--- src/rtl/gcd_pkg.sv ---
// Shared types and sizing helpers for the binary-GCD unit.
// Holds the FSM state encoding and the cycle-counter width function.
// No logic; imported by gcd_step and gcd_unit.
package gcd_pkg;

  typedef enum logic [1:0] {
    IDLE   = 2'd0,
    REDUCE = 2'd1,
    DONE   = 2'd2
  } state_t;

  // Counter width able to hold 4*w+1 reduction cycles (the worst case).
  function automatic int cnt_width(input int w);
    return $clog2(4 * w + 2);
  endfunction

  // Width of the common power-of-two exponent K.
  function automatic int k_width(input int w);
    return $clog2(w + 1);
  endfunction

endpackage

--- src/rtl/gcd_step.sv ---
// One binary-GCD reduction step (halve common factor / halve even / subtract).
// Latency: purely combinational, zero cycles.
// Backpressure: none; the caller decides when to register the outputs.
// Ports: x, y, k   current reduction state
//        x_nxt, y_nxt, k_nxt   state after one step (only meaningful if x!=0 and y!=0)
module gcd_step
  import gcd_pkg::*;
#(
  parameter int WIDTH = 8,
  parameter int KW    = k_width(WIDTH)
) (
  input  logic [WIDTH-1:0] x,
  input  logic [WIDTH-1:0] y,
  input  logic [KW-1:0]    k,
  output logic [WIDTH-1:0] x_nxt,
  output logic [WIDTH-1:0] y_nxt,
  output logic [KW-1:0]    k_nxt
);

  localparam logic [KW-1:0] K_ONE = {{(KW-1){1'b0}}, 1'b1};

  always_comb begin
    x_nxt = x;
    y_nxt = y;
    k_nxt = k;
    if (!x[0] && !y[0]) begin
      // Both even: strip the shared factor of two and remember it in K.
      x_nxt = x >> 1;
      y_nxt = y >> 1;
      k_nxt = k + K_ONE;
    end else if (!x[0]) begin
      x_nxt = x >> 1;
    end else if (!y[0]) begin
      y_nxt = y >> 1;
    end else if (x >= y) begin
      // Both odd: the difference is even, so the next step shifts it.
      x_nxt = x - y;
    end else begin
      y_nxt = y - x;
    end
  end

endmodule

--- src/rtl/gcd_unit.sv ---
// Iterative binary GCD of two unsigned operands, one operation in flight.
// Latency: 1 accept cycle + up to 4*WIDTH+1 REDUCE cycles, then result held.
// Backpressure: result held in DONE until out_ready; in_ready only high in IDLE.
// Ports: clk, rst (async active-low)
//        in_valid/in_ready/a/b      operand handshake
//        out_valid/out_ready/ret/cycles   result handshake, cycles = REDUCE count
module gcd_unit
  import gcd_pkg::*;
#(
  parameter int WIDTH = 8,
  parameter int CW    = gcd_pkg::cnt_width(WIDTH)
) (
  input  logic             clk,
  input  logic             rst,
  input  logic             in_valid,
  output logic             in_ready,
  input  logic [WIDTH-1:0] a,
  input  logic [WIDTH-1:0] b,
  output logic             out_valid,
  input  logic             out_ready,
  output logic [WIDTH-1:0] ret,
  output logic [CW-1:0]    cycles
);

  localparam int KW = k_width(WIDTH);
  localparam logic [CW-1:0] CNT_MAX = {CW{1'b1}};
  localparam logic [CW-1:0] CNT_ONE = {{(CW-1){1'b0}}, 1'b1};

  state_t           state;
  logic [WIDTH-1:0] x;
  logic [WIDTH-1:0] y;
  logic [KW-1:0]    k;
  logic [CW-1:0]    cnt;

  logic [WIDTH-1:0] x_nxt;
  logic [WIDTH-1:0] y_nxt;
  logic [KW-1:0]    k_nxt;

  gcd_step #(
    .WIDTH (WIDTH),
    .KW    (KW)
  ) u_step (
    .x     (x),
    .y     (y),
    .k     (k),
    .x_nxt (x_nxt),
    .y_nxt (y_nxt),
    .k_nxt (k_nxt)
  );

  // The counter register doubles as the reported cycle count; it is frozen
  // outside REDUCE, so it stays stable for the whole DONE hold.
  assign cycles = cnt;

  always_ff @(posedge clk or negedge rst) begin
    if (!rst) begin
      state     <= IDLE;
      x         <= '0;
      y         <= '0;
      k         <= '0;
      cnt       <= '0;
      ret       <= '0;
      in_ready  <= 1'b1;
      out_valid <= 1'b0;
    end else begin
      case (state)
        IDLE: begin
          if (in_valid) begin
            x        <= a;
            y        <= b;
            k        <= '0;
            cnt      <= '0;
            in_ready <= 1'b0;
            state    <= REDUCE;
          end
        end
        REDUCE: begin
          if (cnt != CNT_MAX) begin
            cnt <= cnt + CNT_ONE;
          end
          if (x == '0 || y == '0) begin
            // One side is zero: the other holds the odd part of the GCD.
            ret       <= (x | y) << k;
            out_valid <= 1'b1;
            state     <= DONE;
          end else begin
            x <= x_nxt;
            y <= y_nxt;
            k <= k_nxt;
          end
        end
        DONE: begin
          if (out_ready) begin
            out_valid <= 1'b0;
            in_ready  <= 1'b1;
            state     <= IDLE;
          end
        end
        default: begin
          out_valid <= 1'b0;
          in_ready  <= 1'b1;
          state     <= IDLE;
        end
      endcase
    end
  end

endmodule

--- config.mk ---
export PLATFORM = sky130hd
export DESIGN_NAME = gcd_unit
export DESIGN_NICKNAME = d
export VERILOG_FILES = /design/src/rtl/gcd_pkg.sv /design/src/rtl/gcd_step.sv /design/src/rtl/gcd_unit.sv
export SDC_FILE = /design/constraint.sdc
export NUM_CORES = 1
export LEC_CHECK = 0
export ABC_AREA = 1
export BUFFER_PORTS_ARGS = -buffer_cell sky130_fd_sc_hd__buf_2
export CORE_MARGIN = 1.5
export CORE_UTILIZATION = 55
export CTS_BUF_LIST = sky130_fd_sc_hd__clkbuf_4 sky130_fd_sc_hd__clkbuf_8
export DETAILED_ROUTE_END_ITERATION = 10
export HOLD_SLACK_MARGIN = 0.1
export PLACE_DENSITY = 0.77
export SKIP_LAST_GASP = 1
export SLEW_MARGIN = 20
export SYNTH_ARGS = -nofsm -noshare
export SYNTH_HDL_FRONTEND = slang
export SYNTH_SLANG_ARGS = --single-unit
--- constraint.sdc ---
create_clock -name clk -period 3.3 [get_ports clk]
set_input_delay 0.165 -clock clk [delete_from_list [all_inputs] [get_ports clk]]
set_output_delay 0.165 -clock clk [all_outputs]
set_load 0.1 [all_outputs]
# --- Word-level counts from Yosys, hierarchy flattened ---
# Index checks and enable logic that the tools add are counted.
classes:
  n_mux: 31
  reduce_logical: 18
  add_sub_neg: 4
  eq_ne: 13
  bitwise_logic: 3
  n_shift: 1
  order_cmp: 1
ops:
  columns: ["op", "count"]
  rows:
  - ["8-bit 2-to-1 mux", 12]
  - ["8-bit case mux with 2 select lines", 2]
  - ["8-bit zero test", 2]
  - ["8-bit subtractor", 2]
  - ["3-bit AND reduction", 5]
  - ["4-bit 2-to-1 mux", 3]
  - ["6-bit 2-to-1 mux", 2]
  - ["6-bit case mux with 2 select lines", 1]
  - ["2-bit != test, second input constant", 5]
  - ["5-bit AND reduction", 2]
  - ["8-bit >= comparator", 1]
  - ["4-bit by 3-bit != test with 1-bit output, second input constant", 2]
  - ["8-bit bitwise OR", 1]
  - ["4-bit case mux with 2 select lines", 1]
  - ["4-bit AND reduction", 2]
  - ["8-bit by 4-bit left shift with 8-bit output", 1]
  - ["6-bit by 1-bit adder with 6-bit output, second input constant", 1]
  - ["2-bit 2-to-1 mux", 3]
  - ["6-bit != test, second input constant", 1]
  - ["1-bit case mux with 3 select lines", 2]
  - ["2-bit case mux with 3 select lines", 1]
  - ["4-bit by 1-bit adder with 4-bit output, second input constant", 1]
  - ["1-bit 2-to-1 mux", 4]
  - ["4-bit by 2-bit != test with 1-bit output, second input constant", 1]
  - ["other kinds (11)", 13]
word_totals:
  register_bits: 38
  output_inout_bits: 16
  word_cells: 81

# --- Longest topological paths before layout ---
# Gate-level depths: netlist of run 1.
logic_depth:
  depth_word: 7
  depth_mapped: 16

# --- Modules after synthesis ---
# From an unflattened synthesis of run 1, not the netlist that was laid out.
unflattened:
  hier_cells: 548
  hier_area_um2: 3472.1
by_module_without_submodules:
  columns: ["mod", "area_each_um2", "instances", "cells_per_inst"]
  rows:
  - ["gcd_unit", 2155.8, 1, 305]
  - ["gcd_step", 1316.3, 1, 243]

# --- Worst setup path before layout of run 1 ---
# Ideal clock, no wire load.
synth_timing:
  path_kind: "reg2reg"
  start: "register cnt[0], in the netlist cycles[0]"
  end: "register cnt[5], in the netlist cycles[5]"
  required_time_ps: 3177
  path_slack_ps: 1133
  path_buffers: 0
  arrival_ps: 2043
  period_less_slack_ps: 2167
  setup_ps: 123
  path_stages_with_launch: 9
  cell_sequence: "dfrtp_1 -> ha_1 -> nand3_1 -> nor2_1 -> nand3_1 -> nand2_1 -> nor3_1 -> a21oi_1 -> nor2_1"
synth_between:
  elab_chain_cells: 3
  word_cells_on_any_way: 6
  classes_between: "add/sub (1); eq/ne (2); mux (2); reduce/logical (1)"
synth_rtl:
  columns: ["item", "line", "text"]
  rows:
  - ["start: declaration", "gcd_unit.sv:33", "logic [CW-1:0] cnt;"]
  - ["start signal: assignment", "gcd_unit.sv:79", "cnt <= cnt + CNT_ONE;"]
  - ["6-bit by 1-bit adder with 6-bit output or 6-bit != test (tied branches)", "gcd_unit.sv:79, gcd_unit.sv:78", null]
  - ["6-bit 2-to-1 mux or 2-bit != test (tied branches)", null, null]
  - ["6-bit case mux with 2 select lines or 3-bit AND reduction (tied branches)", null, null]
# Several ways; a longest one is shown, not always the timed one. The select of a mux whose other input is x is not followed.
# A chain may end at the register's enable or synchronous reset.

# --- Worst setup path after layout of run 1 ---
layout_timing:
  start: "register x[0]"
  end: "register y[5]"
layout_between:
  elab_chain_cells: 7
  word_cells_on_any_way: 16
  classes_between: "add/sub (1); order compare (1); eq/ne (3); mux (6); reduce/logical (5)"
layout_rtl:
  columns: ["item", "line", "text"]
  rows:
  - ["start: declaration", "gcd_unit.sv:30", "logic [WIDTH-1:0] x;"]
  - ["start signal: assignment", "gcd_unit.sv:87", "x <= x_nxt;"]
  - ["8-bit subtractor", "gcd_step.sv:39", "y_nxt = y - x;"]
  - ["8-bit 2-to-1 mux", "gcd_step.sv:35", "end else if (x >= y) begin"]
  - ["8-bit 2-to-1 mux", "gcd_step.sv:33", "end else if (!y[0]) begin"]
  - ["8-bit 2-to-1 mux", "gcd_step.sv:31", "end else if (!x[0]) begin"]
  - ["8-bit 2-to-1 mux", "gcd_step.sv:26", "if (!x[0] && !y[0]) begin"]
  - ["8-bit 2-to-1 mux", "gcd_unit.sv:81", "if (x == '0 || y == '0) begin"]
  - ["8-bit case mux with 2 select lines", "gcd_unit.sv:66", "case (state)"]
  - ["end signal: assignment", "gcd_unit.sv:88", "y <= y_nxt;"]
  - ["end: declaration", "gcd_unit.sv:31", "logic [WIDTH-1:0] y;"]
# Several ways; a longest one is shown, not always the timed one. The select of a mux whose other input is x is not followed.

==> results of run 1 <==
## critical path, cell delays in order, from the launching register on
cell	delay [ns]
sky130_fd_sc_hd__dfrtp_1	0.43
sky130_fd_sc_hd__inv_2	0.10
sky130_fd_sc_hd__ha_1	0.14
sky130_fd_sc_hd__inv_1	0.05
sky130_fd_sc_hd__fa_1	0.39
sky130_fd_sc_hd__nand2_1	0.08
sky130_fd_sc_hd__nand2_1	0.06
sky130_fd_sc_hd__nand2_1	0.10
sky130_fd_sc_hd__nand2_1	0.07
sky130_fd_sc_hd__nand2_2	0.08
sky130_fd_sc_hd__nand3_1	0.22
sky130_fd_sc_hd__o21ai_0	0.27
sky130_fd_sc_hd__nand3_1	0.10
sky130_fd_sc_hd__nand2_1	0.06
## cells by family after synthesis
| group | count (synthesis) |
|---|---|
| buf+inv | 67 |
| simple gates | 223 |
| flops | 38 |
| xor+xnor | 9 |
| compound gates | 69 |
| fa+ha+maj | 27 |
| mux | 2 |
## registers in the layout (all words and copies together), names as in the netlist
register   flops
k              4
cycles         6
x              8
state          2
y              8
out_valid      1
ret            8
in_ready       1
## placed cells by master, fill, tap and decap left out, types with 2 or more instances in the layout
| cell | synthesis | layout |
|---|---|---|
| sky130_fd_sc_hd__buf_2 | 5 | 35 |
| sky130_fd_sc_hd__nor2_1 | 20 | 20 |
| sky130_fd_sc_hd__a22oi_1 | 5 | 5 |
| sky130_fd_sc_hd__nor2_2 | 3 | 3 |
| sky130_fd_sc_hd__inv_1 | 51 | 51 |
| sky130_fd_sc_hd__ha_1 | 25 | 25 |
| sky130_fd_sc_hd__clkbuf_8 | 0 | 6 |
| sky130_fd_sc_hd__inv_4 | 2 | 2 |
| sky130_fd_sc_hd__nand2_4 | 2 | 2 |
| sky130_fd_sc_hd__dfrtp_1 | 37 | 37 |
| sky130_fd_sc_hd__xor2_1 | 7 | 7 |
| sky130_fd_sc_hd__mux2i_1 | 2 | 2 |
| sky130_fd_sc_hd__nor3_1 | 3 | 3 |
| sky130_fd_sc_hd__nor2_8 | 2 | 2 |
| sky130_fd_sc_hd__inv_2 | 5 | 5 |
| sky130_fd_sc_hd__xnor2_1 | 2 | 2 |
| sky130_fd_sc_hd__a21oi_1 | 22 | 22 |
| sky130_fd_sc_hd__nor2_4 | 2 | 2 |
| sky130_fd_sc_hd__nand3_1 | 43 | 43 |
| sky130_fd_sc_hd__or2_2 | 8 | 8 |
| sky130_fd_sc_hd__and2_1 | 2 | 2 |
| sky130_fd_sc_hd__fa_1 | 2 | 2 |
| sky130_fd_sc_hd__o21ai_0 | 31 | 31 |
| sky130_fd_sc_hd__nand2_1 | 131 | 131 |
| sky130_fd_sc_hd__nand2_2 | 3 | 3 |
## worst max path at each step
stage,start,end,slack (ns),cells after the start
after floorplan,cycles[0]$_DFFE_PN0P_,cycles[5]$_DFFE_PN0P_,1.13,8
after global placement,x[0]$_DFFE_PN0P_,y[6]$_DFFE_PN0P_,1.17,16
after detailed placement,x[0]$_DFFE_PN0P_,y[6]$_DFFE_PN0P_,1.12,16
after CTS,x[0]$_DFFE_PN0P_,y[6]$_DFFE_PN0P_,1.10,16
after global routing,x[0]$_DFFE_PN0P_,y[6]$_DFFE_PN0P_,0.90,16
final,x[0]$_DFFE_PN0P_,y[5]$_DFFE_PN0P_,1.09,13
## layout make-up
type	instances	area share, %
Inverter	59	6.606
Timing Repair Buffer	36	5.401
Clock inverter	1	0.8759
Multi-Input combinational cell	330	54.09
Tap cell	72	2.628
Sequential cell	38	27.77
Clock buffer	7	2.628
## routing by layer
metal,vias to the layer above,share of wire (%),global-route usage (%)
li1,1467,-,-
met1,1334,47,36.11
met2,68,46,40.17
met3,11,5.2,3.882
met4,0,1.7,8.909
met5,-,0,0
## through the flow
stage | cell area, sq um | hold slack (ns) | setup WS [ns]
floorplan | 3073 | -0.1306 | 1.133
global placement | 3298 | 0.3147 | 1.174
detailed placement | 3298 | 0.3130 | 1.117
CTS | 3428 | 0.1221 | 1.102
global route | 3428 | 0.1588 | 0.9007
finish | 3428 | 0.1222 | 1.088
## repair_timing
| item | 4_1_cts | 5_1_grt |
|---|---|---|
| hold endpoints to repair | 37 | 0 |
| hold buffers | 1 | 0 |
| endpoints found under the setup margin | 0 | 0 |
==> reports/results.env, run 1 <==
STATUS='complete, no violations'
POSTSYNTHCELLCOUNT=435
MAX_CAP_VIOL_COUNT=0
MAX-CLOCK-PATH-BUFFERS=2
SYNTH.DISTINCT_CELLS=43
ASYNC_RESET_FF_SHARE_PCT=100.0
REG2REG_DEPTH=13
N_FILL_CELL=504
R2R_SETUP_SLK_NS=1.09
DR_VIAS_CELL=5.304
TIMING_WORST_SLEW_PIN_VALUE_NS=0.8240
DIE_AREA_SQ_UM=6044
POST_SYNTH.CELL_AREA_AVG_SQ_UM=7.064
COMBINATIONAL_FAMILY_WITH_THE_MOST_AREA_AFTER_SYNTHESIS='simple AND/OR/NAND/NOR gates'
TIMING.CRITICAL_PATH.REQUIRED_NS=3.54
GRT_MAX_DEGREE=39
SYNTH_MUX_AREA_SHARE_PCT=0.6515
TRITONCTS.NUM_BUFFERS=5
YOSYS.AREA_SHARE.ADDER_PCT=11.48
AREA.GROWTH.SYNTH_TO_FINAL_PCT=11.56
MIN_TO='state[1]$_DFFE_PN0P_'
DR.PASS1.ITERS=4
YOSYS.AREA_SHARE.XOR_XNOR_PCT=2.565
PATH_CLASS='register to register'
LAYOUT_MIN_CYCLE_TIME_NS=2.212
FIN_CRIT_SH_PCT=67.04
SYNTH_TOP_CELLS_BY_AREA='sky130_fd_sc_hd__dfrtp_1, sky130_fd_sc_hd__nand2_1, sky130_fd_sc_hd__ha_1'
POST-DP-HPWL_UM=5556
POST-ROUTE-UTIL_PCT=63.03
ENDPOINT_KIND='register'
CLOCK_SKEW_NS=0.004758
ROUTE.DETAILED.DRC=0
FINAL-SEQ-AREA_SQ_UM=952.2
MAX_FREQ_MHz=452.0
TOP_COUNT_CELL_POST_SYNTH='sky130_fd_sc_hd__nand2_1'
SYNTH_COMPOUND_GATE_AREA_SHARE_PCT=12.66
DETAIL_ROUTE.WL_PER_CELL_UM=13.35
SYNTH.NET_COUNT=482
ANTENNA_VIOLATIONS_BEFORE_REPAIR=0
DETAIL_ROUTE.ITER0.VIOLATIONS=189
MAX_SLEW_HEADROOM_PCT=45.07
CTS_SINKS=38
CLK_LATENCY_NS=0.30
INSERTEDDIODECOUNT=0
PORT-BUFFER-COUNT=35
CTS_ROOT_BUF='sky130_fd_sc_hd__clkbuf_8'
CTSHTREEMAXLEVEL=2
LAYOUT.NETS=517
CLOCK_TRANSITION_TIME_AT_THE_FLIP_FLOP_CLOCK_PINS_OF_THE_WORST_SETUP_AND_HOLD_PATHS_NS=0.08
SYNTH_EDF_COUNT=0
MAXIMUM_FANOUT_ALONG_THE_WORST_PATH=7
COREAREA_SQ_UM=5439
SYNTH.YOSYS.WARNINGS=0
INITIAL_CORE_UTILIZATION_PCT=56.50
SETUP_TNS_NS=0
POSTCTSSETUPBUFFERS=0
HOLD_START='out_ready'
YS_SEQ_ELEMENTS=38
POST-SYNTH-TOP-AREA-CELL='sky130_fd_sc_hd__dfrtp_1'
FIRST_GLOBAL_VIAS=2684
SYNTH_TOP_AREA_SHARE_PCT=30.13
SEQ_AREA_FRAC_SYNTH_PCT=30.99
STDCELL_COUNT=543
GROUTE.USAGE.OVERALL_PCT=25.71
HOLD_PATH_CLASS='input pin to register'
REPORT.FINAL.HOLD_VIOL_COUNT=0
POST_CTS.RESIZED_INSTANCES=0
TIMING.HOLD.WORST_PATH_DEPTH=4
MAPPEDNETLISTAREA_SQ_UM=3073
SYNTH_COMMONEST_CELLS='sky130_fd_sc_hd__nand2_1, sky130_fd_sc_hd__inv_1, sky130_fd_sc_hd__nand3_1'
CRIT_ARRIVAL_NS=2.46
SYNTH_FLOP_CELL='sky130_fd_sc_hd__dfrtp_1'
TIMING.CRITICAL_PATH.FROM_TYPE='register'
ANT_NETS=0
DRIVE_ABOVE_1_SHARE_PCT=15.71
CTS_TREE='done'
OVERFLOW=0
R2R_START='x[0]$_DFFE_PN0P_'
DIE_W_UM=77.75
GRT_SETUP_UNREPAIRED='false'
ROUTE.FINAL.WIRE_LENGTH_UM=7250
DR_TOTAL_VIAS=2880
REPORT.FINAL.SLEW_VIOL_COUNT=0
GRT_PASS1_WL_UM=12390
WORSTREG2REGEND='y[5]$_DFFE_PN0P_'
SETUP_VIOLATION_TOTAL_IN_THE_FINAL_TIMING_REPORT=0
GLOBALPLACE.CONGESTION=0.9621
DIE_H_UM=77.75
MULTI_INPUT_AREA_SQ_UM=1854
SYNTHSIMPLEGATEAREAFRAC_PCT=32.98
POST-PLACE-CELLS=534
PIN_COUNT=36
STD_CELL_ROWS=27
Power of run 1 is not shown: default switching activity piles up to over one toggle a cycle in this logic, so the estimate is an artifact.
==> inputs of run 2 (changes only) <==
clock period = 2.25 ns   (was 3.3 ns; I/O delays follow)
==> reports/results.env, run 2 (same netlist as run 1, synthesis figures left out) <==
CLOCK_SKEW_NS=0.008805  # +0.004047 ns
FIN_CRIT_SH_PCT=96.95  # +30 points
ANT_NETS=0  # unchanged
DR.PASS1.ITERS=5  # +1
DIE_W_UM=77.75  # unchanged
ROUTE.DETAILED.DRC=0  # unchanged
CLK_LATENCY_NS=0.30  # about the same
AREA.GROWTH.SYNTH_TO_FINAL_PCT=15.19
TIMING.CRITICAL_PATH.FROM_TYPE='register'
DETAIL_ROUTE.WL_PER_CELL_UM=13.67  # +2.4%
MAX-CLOCK-PATH-BUFFERS=2  # unchanged
POST-PLACE-WS_NS=0.1090  # -1.008 ns
DETAIL_ROUTE.ITER0.VIOLATIONS=170  # -10%
LAYOUT.NETS=526  # +1.7%
CTS_ROOT_BUF='sky130_fd_sc_hd__clkbuf_8'
MOST-COMMON-LAYOUT-CELLS='sky130_fd_sc_hd__nand2_1, sky130_fd_sc_hd__inv_1, sky130_fd_sc_hd__nand3_1, sky130_fd_sc_hd__dfrtp_1, sky130_fd_sc_hd__buf_2'
ENDPOINT='y[7]$_DFFE_PN0P_'
R2R_SETUP_SLK_NS=0.07  # -1.02 ns
GRT_MAX_DEGREE=39  # unchanged
REPORT.FINAL.HOLD_VIOL_COUNT=0  # unchanged
DRIVE_ABOVE_1_SHARE_PCT=18.54  # +2.8 points
SETUP_VIOLATION_TOTAL_IN_THE_FINAL_TIMING_REPORT=0  # unchanged
LAYOUT_MIN_CYCLE_TIME_NS=2.181  # -0.03114 ns
MAX_CAP_VIOL_COUNT=0  # unchanged
FINAL_COMMON_CELL='sky130_fd_sc_hd__nand2_1'
CTS_SINKS=38  # unchanged
LARGESTREGISTERS='ret x8, x x8, y x8'
COREAREA_SQ_UM=5439  # unchanged
REG2REG_DEPTH=11  # -2
TRITONCTS.NUM_BUFFERS=5  # unchanged
R2R_START='y[5]$_DFFE_PN0P_'
DR_VIAS_CELL=5.283  # -0.40%
TIMING.CRITICAL_PATH.REQUIRED_NS=2.44  # -1.10 ns
WORSTREG2REGEND='y[7]$_DFFE_PN0P_'
INSERTEDDIODECOUNT=0  # unchanged
N_FILL_CELL=502  # -0.40%
GRT_PASS1_WL_UM=12810  # +3.5%
PATH_CLASS='register to register'
DIE_H_UM=77.75  # unchanged
ROUTE.FINAL.WIRE_LENGTH_UM=7544  # +4.1%
CRIT_ARRIVAL_NS=2.38  # -0.08 ns
FIRST_GLOBAL_VIAS=2678  # -0.22%
STD_CELL_ROWS=27  # unchanged
CTS_TREE='done'
PORT-BUFFER-COUNT=35  # unchanged
INITIAL_CORE_UTILIZATION_PCT=56.50  # unchanged
OVERFLOW=0  # unchanged
STATUS='complete, no violations'
MAXIMUM_FANOUT_ALONG_THE_WORST_PATH=8  # +1
CTSHTREEMAXLEVEL=2  # unchanged
HOLD_PATH_CLASS='input pin to register'
DR_TOTAL_VIAS=2916  # +1.3%
TIMING_WORST_SLEW_PIN_VALUE_NS=0.8584  # +0.03437 ns
TIMING.CRITICAL_PATH.FROM='y[5]$_DFFE_PN0P_'
GLOBALPLACE.CONGESTION=0.9668  # +0.49%
POST-DP-HPWL_UM=5793  # +4.3%
ENDPOINT_KIND='register'
REPORT.FINAL.SLEW_VIOL_COUNT=0  # unchanged
DIE_AREA_SQ_UM=6044  # unchanged
MAX_FREQ_MHz=458.4  # +1.4%
GROUTE.USAGE.OVERALL_PCT=26.62  # +0.92 points
TIMING.HOLD.WORST_PATH_DEPTH=5  # +1
CLOCK_TRANSITION_TIME_AT_THE_FLIP_FLOP_CLOCK_PINS_OF_THE_WORST_SETUP_AND_HOLD_PATHS_NS=0.08  # about the same
MAX_SLEW_HEADROOM_PCT=42.77  # -2.3 points
PIN_COUNT=36  # unchanged
ANTENNA_VIOLATIONS_BEFORE_REPAIR=0  # unchanged
SETUP_WS_NS=0.06867  # -1.019 ns
## run 2: changes by cell type in the layout (fill, tap and decap cells not counted), sizes merged
cell and delta:
buf +8, bufinv +1, clkbuf -2, clkinv +1, dlygate4sd3 +1
## run 2: repair_timing
action                     in CTS  in global routing
gates resized for setup         0                  9
setup endpoints to repair       0                 16
buffers inserted                0                  1
hold buffers                    2                  0
hold endpoints to repair       38                  0
## run 2: worst max-delay path, cell delays in order (launching register included)
cell	delay [ns]
sky130_fd_sc_hd__dfrtp_1	0.43
sky130_fd_sc_hd__inv_1	0.12
sky130_fd_sc_hd__ha_1	0.41
sky130_fd_sc_hd__o21ai_0	0.35
sky130_fd_sc_hd__a21oi_2	0.15
sky130_fd_sc_hd__nand2_1	0.13
sky130_fd_sc_hd__inv_2	0.06
sky130_fd_sc_hd__nor2_4	0.13
sky130_fd_sc_hd__nor2_8	0.07
sky130_fd_sc_hd__buf_4	0.14
sky130_fd_sc_hd__nand2_1	0.05
sky130_fd_sc_hd__nand2_1	0.04
## run 2: area by class of cell
| cell class | count | area, sq um | area share [%] |
|---|---|---|---|
| Inverter | 59 | 226.5 | 6.398 |
| Clock buffer | 5 | 68.82 | 1.944 |
| Clock inverter | 3 | 68.82 | 1.944 |
| Timing Repair Buffer | 45 | 255.2 | 7.211 |
| Sequential cell | 38 | 952.2 | 26.90 |
| Tap cell | 72 | 90.09 | 2.545 |
| Multi-Input combinational cell | 330 | 1878 | 53.06 |
## run 2: how the worst min path moves through the flow
stage / slack [ns] / from / end
5_1_grt: 0.14 / b[7] / y[7]$_DFFE_PN0P_
6_report: 0.13 / a[7] / x[7]$_DFFE_PN0P_
3_5_place_dp: 0.27 / rst / ret[2]$_DFFE_PN0P_
3_3_place_gp: 0.27 / rst / ret[0]$_DFFE_PN0P_
2_1_floorplan: -0.18 / rst / cycles[0]$_DFFE_PN0P_
4_1_cts: 0.13 / a[7] / x[7]$_DFFE_PN0P_
## run 2: through the flow
step / instance area, sq um / std cells / hold WS [ns] / util (%) / setup TNS (ns)
2_1_floorplan: 3073 / 435 / -0.1831 / - / 0
3_3_place_gp: 3351 / 541 / 0.2668 / 61.61 / 0
3_5_place_dp: 3351 / 541 / 0.2727 / 61.61 / 0
4_1_cts: 3508 / 551 / 0.1264 / 64.50 / 0
5_1_grt: 3540 / 552 / 0.1372 / 65.08 / -0.3566
6_report: 3540 / 552 / 0.1266 / 65.08 / 0
## run 2: per-layer routing
metal / part of all wire, % / vias to the layer above / track usage (%)
li1: - / 1486 / -
met1: 49 / 1350 / 38.24
met2: 47 / 70 / 42.70
met3: 3.5 / 10 / 3.765
met4: 1.1 / 0 / 5.273
met5: 0 / - / 0
Power of run 2 is left out for the same reason.
